===== src/rtl/ct_vfalu_pipe7_wb_sched.sv =====
// rtl/ct_vfalu_pipe7_wb_sched.sv - VFALU pipe7 ex3 writeback-slot scheduler
module ct_vfalu_pipe7_wb_sched #(
  parameter int FADD_LAT  = 3,
  parameter int FCNVT_LAT = 3,
  parameter int FSPU_LAT  = 1,
  parameter int MAX_LAT   = 4
) (
  input  logic       forever_cpuclk,
  input  logic       cpurst,
  input  logic       fadd_req,
  input  logic       fcnvt_req,
  input  logic       fspu_req,
  input  logic       fadd_req_ereg,
  input  logic       fcnvt_req_ereg,
  input  logic       fspu_req_ereg,
  output logic       fadd_gnt,
  output logic       fcnvt_gnt,
  output logic       fspu_gnt,
  input  logic       pipe_stall,
  input  logic       pipe_flush,
  input  logic       fadd_forward_r_vld,
  input  logic       fcnvt_forward_r_vld,
  input  logic       fspu_forward_r_vld,
  output logic [2:0] pipex_wb_sel,
  output logic       pipex_wb_vld,
  output logic       pipex_wb_ereg_vld,
  output logic       wb_conflict_err
);

  if (FADD_LAT < 1 || FADD_LAT > MAX_LAT || FCNVT_LAT < 1 || FCNVT_LAT > MAX_LAT ||
      FSPU_LAT < 1 || FSPU_LAT > MAX_LAT) begin : g_bad_lat
    $error("ct_vfalu_pipe7_wb_sched: unit latency outside 1..MAX_LAT");
  end

  localparam int SW = $clog2(MAX_LAT + 1);
  localparam int CW = $clog2(MAX_LAT + 2);
  localparam int LAT [3] = '{FADD_LAT, FCNVT_LAT, FSPU_LAT};

  // owner encoding: 0 fadd, 1 fcnvt, 2 fspu
  typedef struct packed {
    logic       vld;
    logic [1:0] owner;
    logic       ereg;
  } slot_t;

  slot_t          slot_q [0:MAX_LAT];
  slot_t          slot_d [0:MAX_LAT];
  logic [1:0]     rr_q, rr_d;
  logic [CW-1:0]  sup_q, sup_d;
  logic           err_q, err_d;

  logic [2:0]     req, ereg, elig, gnt, contended;
  logic [2:0]     strobe;
  logic           mismatch;

  always_comb begin
    req       = {fspu_req, fcnvt_req, fadd_req};
    ereg      = {fspu_req_ereg, fcnvt_req_ereg, fadd_req_ereg};
    elig      = '0;
    gnt       = '0;
    contended = '0;
    rr_d      = rr_q;
    for (int u = 0; u < 3; u++) begin
      elig[u] = req[u] & ~pipe_stall & ~pipe_flush & ~slot_q[SW'(LAT[u])].vld;
    end
    // Round-robin among units that target the same writeback slot
    for (int u = 0; u < 3; u++) begin
      gnt[u] = elig[u];
      for (int v = 0; v < 3; v++) begin
        if (v != u && elig[v] && LAT[v] == LAT[u]) begin
          contended[u] = 1'b1;
          if (((v + 3 - int'(rr_q)) % 3) < ((u + 3 - int'(rr_q)) % 3)) gnt[u] = 1'b0;
        end
      end
    end
    for (int u = 0; u < 3; u++) begin
      if (gnt[u] && contended[u]) rr_d = 2'((u + 1) % 3);
    end
  end

  assign fadd_gnt  = gnt[0];
  assign fcnvt_gnt = gnt[1];
  assign fspu_gnt  = gnt[2];

  always_comb begin
    for (int k = 0; k <= MAX_LAT; k++) slot_d[SW'(k)] = slot_q[SW'(k)];
    if (pipe_flush) begin
      for (int k = 0; k <= MAX_LAT; k++) slot_d[SW'(k)] = '0;
    end else if (!pipe_stall) begin
      for (int k = 0; k < MAX_LAT; k++) slot_d[SW'(k)] = slot_q[SW'(k + 1)];
      slot_d[SW'(MAX_LAT)] = '0;
      for (int u = 0; u < 3; u++) begin
        if (gnt[u]) slot_d[SW'(LAT[u] - 1)] = '{vld: 1'b1, owner: 2'(u), ereg: ereg[u]};
      end
    end
  end

  assign pipex_wb_sel      = slot_q[0].vld ? (3'b100 >> slot_q[0].owner) : 3'b000;
  assign pipex_wb_vld      = slot_q[0].vld;
  assign pipex_wb_ereg_vld = slot_q[0].vld & slot_q[0].ereg;
  assign wb_conflict_err   = err_q;

  // Strobes for writebacks dropped by flush/reset may still arrive; ignore them for a while
  assign strobe   = {fadd_forward_r_vld, fcnvt_forward_r_vld, fspu_forward_r_vld};
  assign mismatch = (sup_q == '0) && (strobe != pipex_wb_sel);
  assign err_d    = err_q | mismatch;

  always_comb begin
    if (pipe_flush)       sup_d = CW'(MAX_LAT + 1);
    else if (sup_q != '0) sup_d = sup_q - 1'b1;
    else                  sup_d = '0;
  end

  always_ff @(posedge forever_cpuclk) begin
    if (cpurst) begin
      for (int k = 0; k <= MAX_LAT; k++) slot_q[SW'(k)] <= '0;
      rr_q  <= 2'd0;
      sup_q <= CW'(MAX_LAT + 1);
      err_q <= 1'b0;
    end else begin
      for (int k = 0; k <= MAX_LAT; k++) slot_q[SW'(k)] <= slot_d[SW'(k)];
      rr_q  <= rr_d;
      sup_q <= sup_d;
      err_q <= err_d;
    end
  end

endmodule


===== config.mk =====
export PLATFORM = sky130hd
export DESIGN_NAME = ct_vfalu_pipe7_wb_sched
export DESIGN_NICKNAME = d
export VERILOG_FILES = /design/src/rtl/ct_vfalu_pipe7_wb_sched.sv
export SDC_FILE = /design/constraint.sdc
export NUM_CORES = 1
export LEC_CHECK = 0
export CAP_MARGIN = 15
export CORE_ASPECT_RATIO = 1.25
export CORE_MARGIN = 2
export CORE_UTILIZATION = 40
export DETAILED_ROUTE_END_ITERATION = 12
export PLACE_DENSITY = 0.65
export SETUP_SLACK_MARGIN = 0.15
export SLEW_MARGIN = 20
export SYNTH_ARGS = -nofsm -noshare
export SYNTH_HDL_FRONTEND = slang
export SYNTH_SLANG_ARGS = --single-unit
export TNS_END_PERCENT = 1

===== constraint.sdc =====
create_clock -name forever_cpuclk -period 1.2 [get_ports forever_cpuclk]
set_input_delay 0.24 -clock forever_cpuclk [delete_from_list [all_inputs] [get_ports forever_cpuclk]]
set_output_delay 0.24 -clock forever_cpuclk [all_outputs]
set_load 0.01 [all_outputs]

==> flow_summary.toml <==
[synthesis]
synthCells = 84
synth_fa_ha_area_share_pct = 3.333
syn_area_um2 = 750.7
synth_top_area_share_pct = 42.67
syn-num-nets = 99
synth-simple-area-share_pct = 24.50
yosys.cell_types.count = 35
synthMuxAreaShare_pct = 5.500
synth_area_leaders = "dfxtp_1, nor2_1, a21oi_1"
synth-compound-area-share_pct = 18.00
ys_ff_latch = 16
synth_xor_area_share_pct = 0
seq_area_frac_synth_pct = 42.67
synth_top_family_by_area = "simple AND/OR/NAND/NOR gates"
yosys.area.top_type = "dfxtp_1"
avgSynthCellArea_um2 = 8.937
yosys_warnings = 0

[placed_design]
post-dp-hpwl_um = 1400
place_inst = 136
place_congestion = 0.7301
port_buffers = 21

[clock_tree]
clk_latency_ns = 0.29
cts_hold_buffers = 0
cts-root-buf = "clkbuf_4"
htree_num_levels = 1
cts_buffers = 3
cts.clk_slew.worst_paths_ns = 0.09
cts_tree = "built"
cts.path.max_buffers = 2
cts_sinks = 16

[sta]
slew_viol_final = 0
worst_slack_ns = -0.2485
timing.slew.headroom_pct = 77.80
fmax_ghz = 0.6903
setup_viol = 6
fin_crit_sh_pct = 120.7
hold_viol_final = 0
rsz0062_at_grt = "true"
fin_crit_ns = 1.449
worst_slew_pin_slew_ns = 0.3330
final.setup.tns_ns = -0.7130
fin_skew_ns = 0.001898

[finish]
n_antenna_cell = 0
final_cell_count_no_fill = 149
fillCellCount = 152
nets = 146
area_delta_synth_final_pct = 63.67
drive_gt1_share_pct = 51.54

[global_routing]
gr-usage-met1_pct = 19.32
grt_busiest_layer = "met2"
grtUsageMet2_pct = 38.13
grt_max_degree = 10
grt.overflow.total = 0
grt_pass1_wl_um = 3263
grt_use_total_pct = 19.51
met3_usage_pct = 2.414
grt_pass1_vias = 794
antenna_found_initial = 0

[routing]
finalWirelength_um = 1901
first_pass_iters = 4
dr_total_vias = 776
vias_per_cell = 5.208
remaining_drc_errors = 0
ant_nets = 0
routedWlPerCell_um = 12.76
drtIter0Drc = 12

[critical_path]
crit_arrival_ns = 1.63
cp_max_fo = 3
cp.required_ns = 1.38
setup.worst_path.class = "reg -> reg"
worst_setup_path_start_kind = "flop"
endpoint_kind = "flop"

[die]
dieArea_mm2 = 0.002242
die_h_um = 52.44
die_width_um = 42.75
core-area_mm2 = 0.001765
fp-row-count = 17
ioPinCount = 22
start_util_pct = 42.52

[power_and_ir_drop]
vdd_drop_max_v = 0.0006602
p_leak_nw = 0.5632
powerDensity_mw_per_mm2 = 903.5

[status]
status = "finished with violations"
failed_checks = "negative setup slack"

[min_path]
hold_class = "in -> reg"

[job]
cap_violations = 0
[final timing paths]
check                 endpoint  cells past startpoint  slack (ns)       start
hold / removal        sup_q[0]                      4        0.31  pipe_flush
hold reg to reg       sup_q[0]                      1        0.44    sup_q[0]
setup / recovery  slot_q[0][8]                      8       -0.25     rr_q[0]
setup reg to reg  slot_q[0][8]                      8       -0.25     rr_q[0]
[cell usage after synthesis]
library cell  count
dfxtp_1          16
nor2_1           11
a21oi_1           6
inv_1             6
nand2_1           4
mux2i_1           3
o21ai_1           3
a31oi_1           2
ha_1              2
inv_2             2
nor3_1            2
nor3b_1           2
o21ai_0           2
o31ai_1           2
a21oi_2           1
a221oi_1          1
a222oi_1          1
a311oi_2          1
and2_1            1
and2b_1           1
and3b_1           1
and3b_2           1
buf_6             1
clkbuf_1          1
mux2_2            1
nand3_1           1
nand3b_1          1
nand3b_2          1
nand4_1           1
nor2_4            1
nor2b_1           1
o211a_1           1
or2_1             1
or2b_1            1
or3b_1            1
[through the flow]
step | hold WS (ns) | total power [mW] | util [%] | cell area, um^2 | worst slack (ns)
finish | 0.3142 | 1.110 | 69.60 | 1229 | -0.2485
global placement | 0.4406 | 0.7304 | 61.66 | 1089 | -0.8231
CTS | 0.3155 | 1.105 | 67.97 | 1200 | -0.2273
detailed placement | 0.4412 | 0.7353 | 61.66 | 1089 | -0.8452
global route | 0.3247 | 1.161 | 69.60 | 1229 | -0.2972
floorplan | 0.3091 | 0.6310 | - | 764.5 | 0.05311
[area by class of cell]
class                           instances  area, um^2  share of cell area, %
Sequential cell                        16       330.3                  26.88
Clock buffer                            4       36.28                  2.953
Inverter                                8       30.03                  2.444
Timing Repair Buffer                   44       371.6                  30.24
Tap cell                               19       23.77                  1.935
Multi-Input combinational cell         58       436.7                  35.54
[layout by cell type, fill, tap and decap left out, types with 2 or more instances in the layout]
| cell type | n |
|---|---|
| buf_4 | 18 |
| nor2_1 | 11 |
| buf_6 | 9 |
| clkdlybuf4s50_1 | 8 |
| dfxtp_2 | 8 |
| dfxtp_1 | 8 |
| buf_2 | 7 |
| inv_1 | 6 |
| a21oi_1 | 4 |
| a21oi_2 | 3 |
| mux2i_1 | 3 |
| o21ai_1 | 3 |
| nand2_1 | 3 |
| clkbuf_4 | 3 |
| inv_2 | 2 |
| nor3_1 | 2 |
| a31oi_1 | 2 |
[layer usage]
layer | part of all wire [%] | wire length [um]
met1 | 38 | 721
met2 | 54 | 1028
met3 | 5.0 | 96
met4 | 2.9 | 55
met5 | 0 | 0
[power breakdown]
group          total (mW)  switching, mW  internal [mW]
sequential          0.552        0.00820          0.544
clock               0.360          0.175          0.185
combinational       0.198         0.0841          0.114
total                1.11          0.267          0.843
[registers in the layout, indices dropped and copies added, names as in the netlist]
| register | count |
|---|---|
| rr_q | 2 |
| slot_q | 10 |
| sup_q | 3 |
| wb_conflict_err | 1 |
[worst max-delay path, stage by stage, from the launching register on]
cell and delay (ns):
dfxtp_2 0.35, nor2b_4 0.16, a21oi_2 0.07, buf_4 0.13
buf_6 0.10, buf_6 0.10, buf_6 0.10, a222oi_1 0.26
nor2_1 0.06
[cell families (layout without fill, tap and decap cells)]
logic type,after synthesis,after routing
adder cells (fa/ha/maj),2,2
AO/OA/AOI/OAI,20,20
flip-flops,16,16
buffers and inverters,10,56
AND/OR/NAND/NOR,32,32
multiplexers,4,4
[what timing repair did]
| item | CTS | global route |
|---|---|---|
| setup endpoints to repair | 22 | 17 |
| resized for setup | 65 | 10 |
| setup buffers | 8 | 1 |
| endpoints found under the hold margin | 0 | 0 |
| pin swaps | 7 | 5 |
Note: power is estimated with default switching activity, not from simulation.
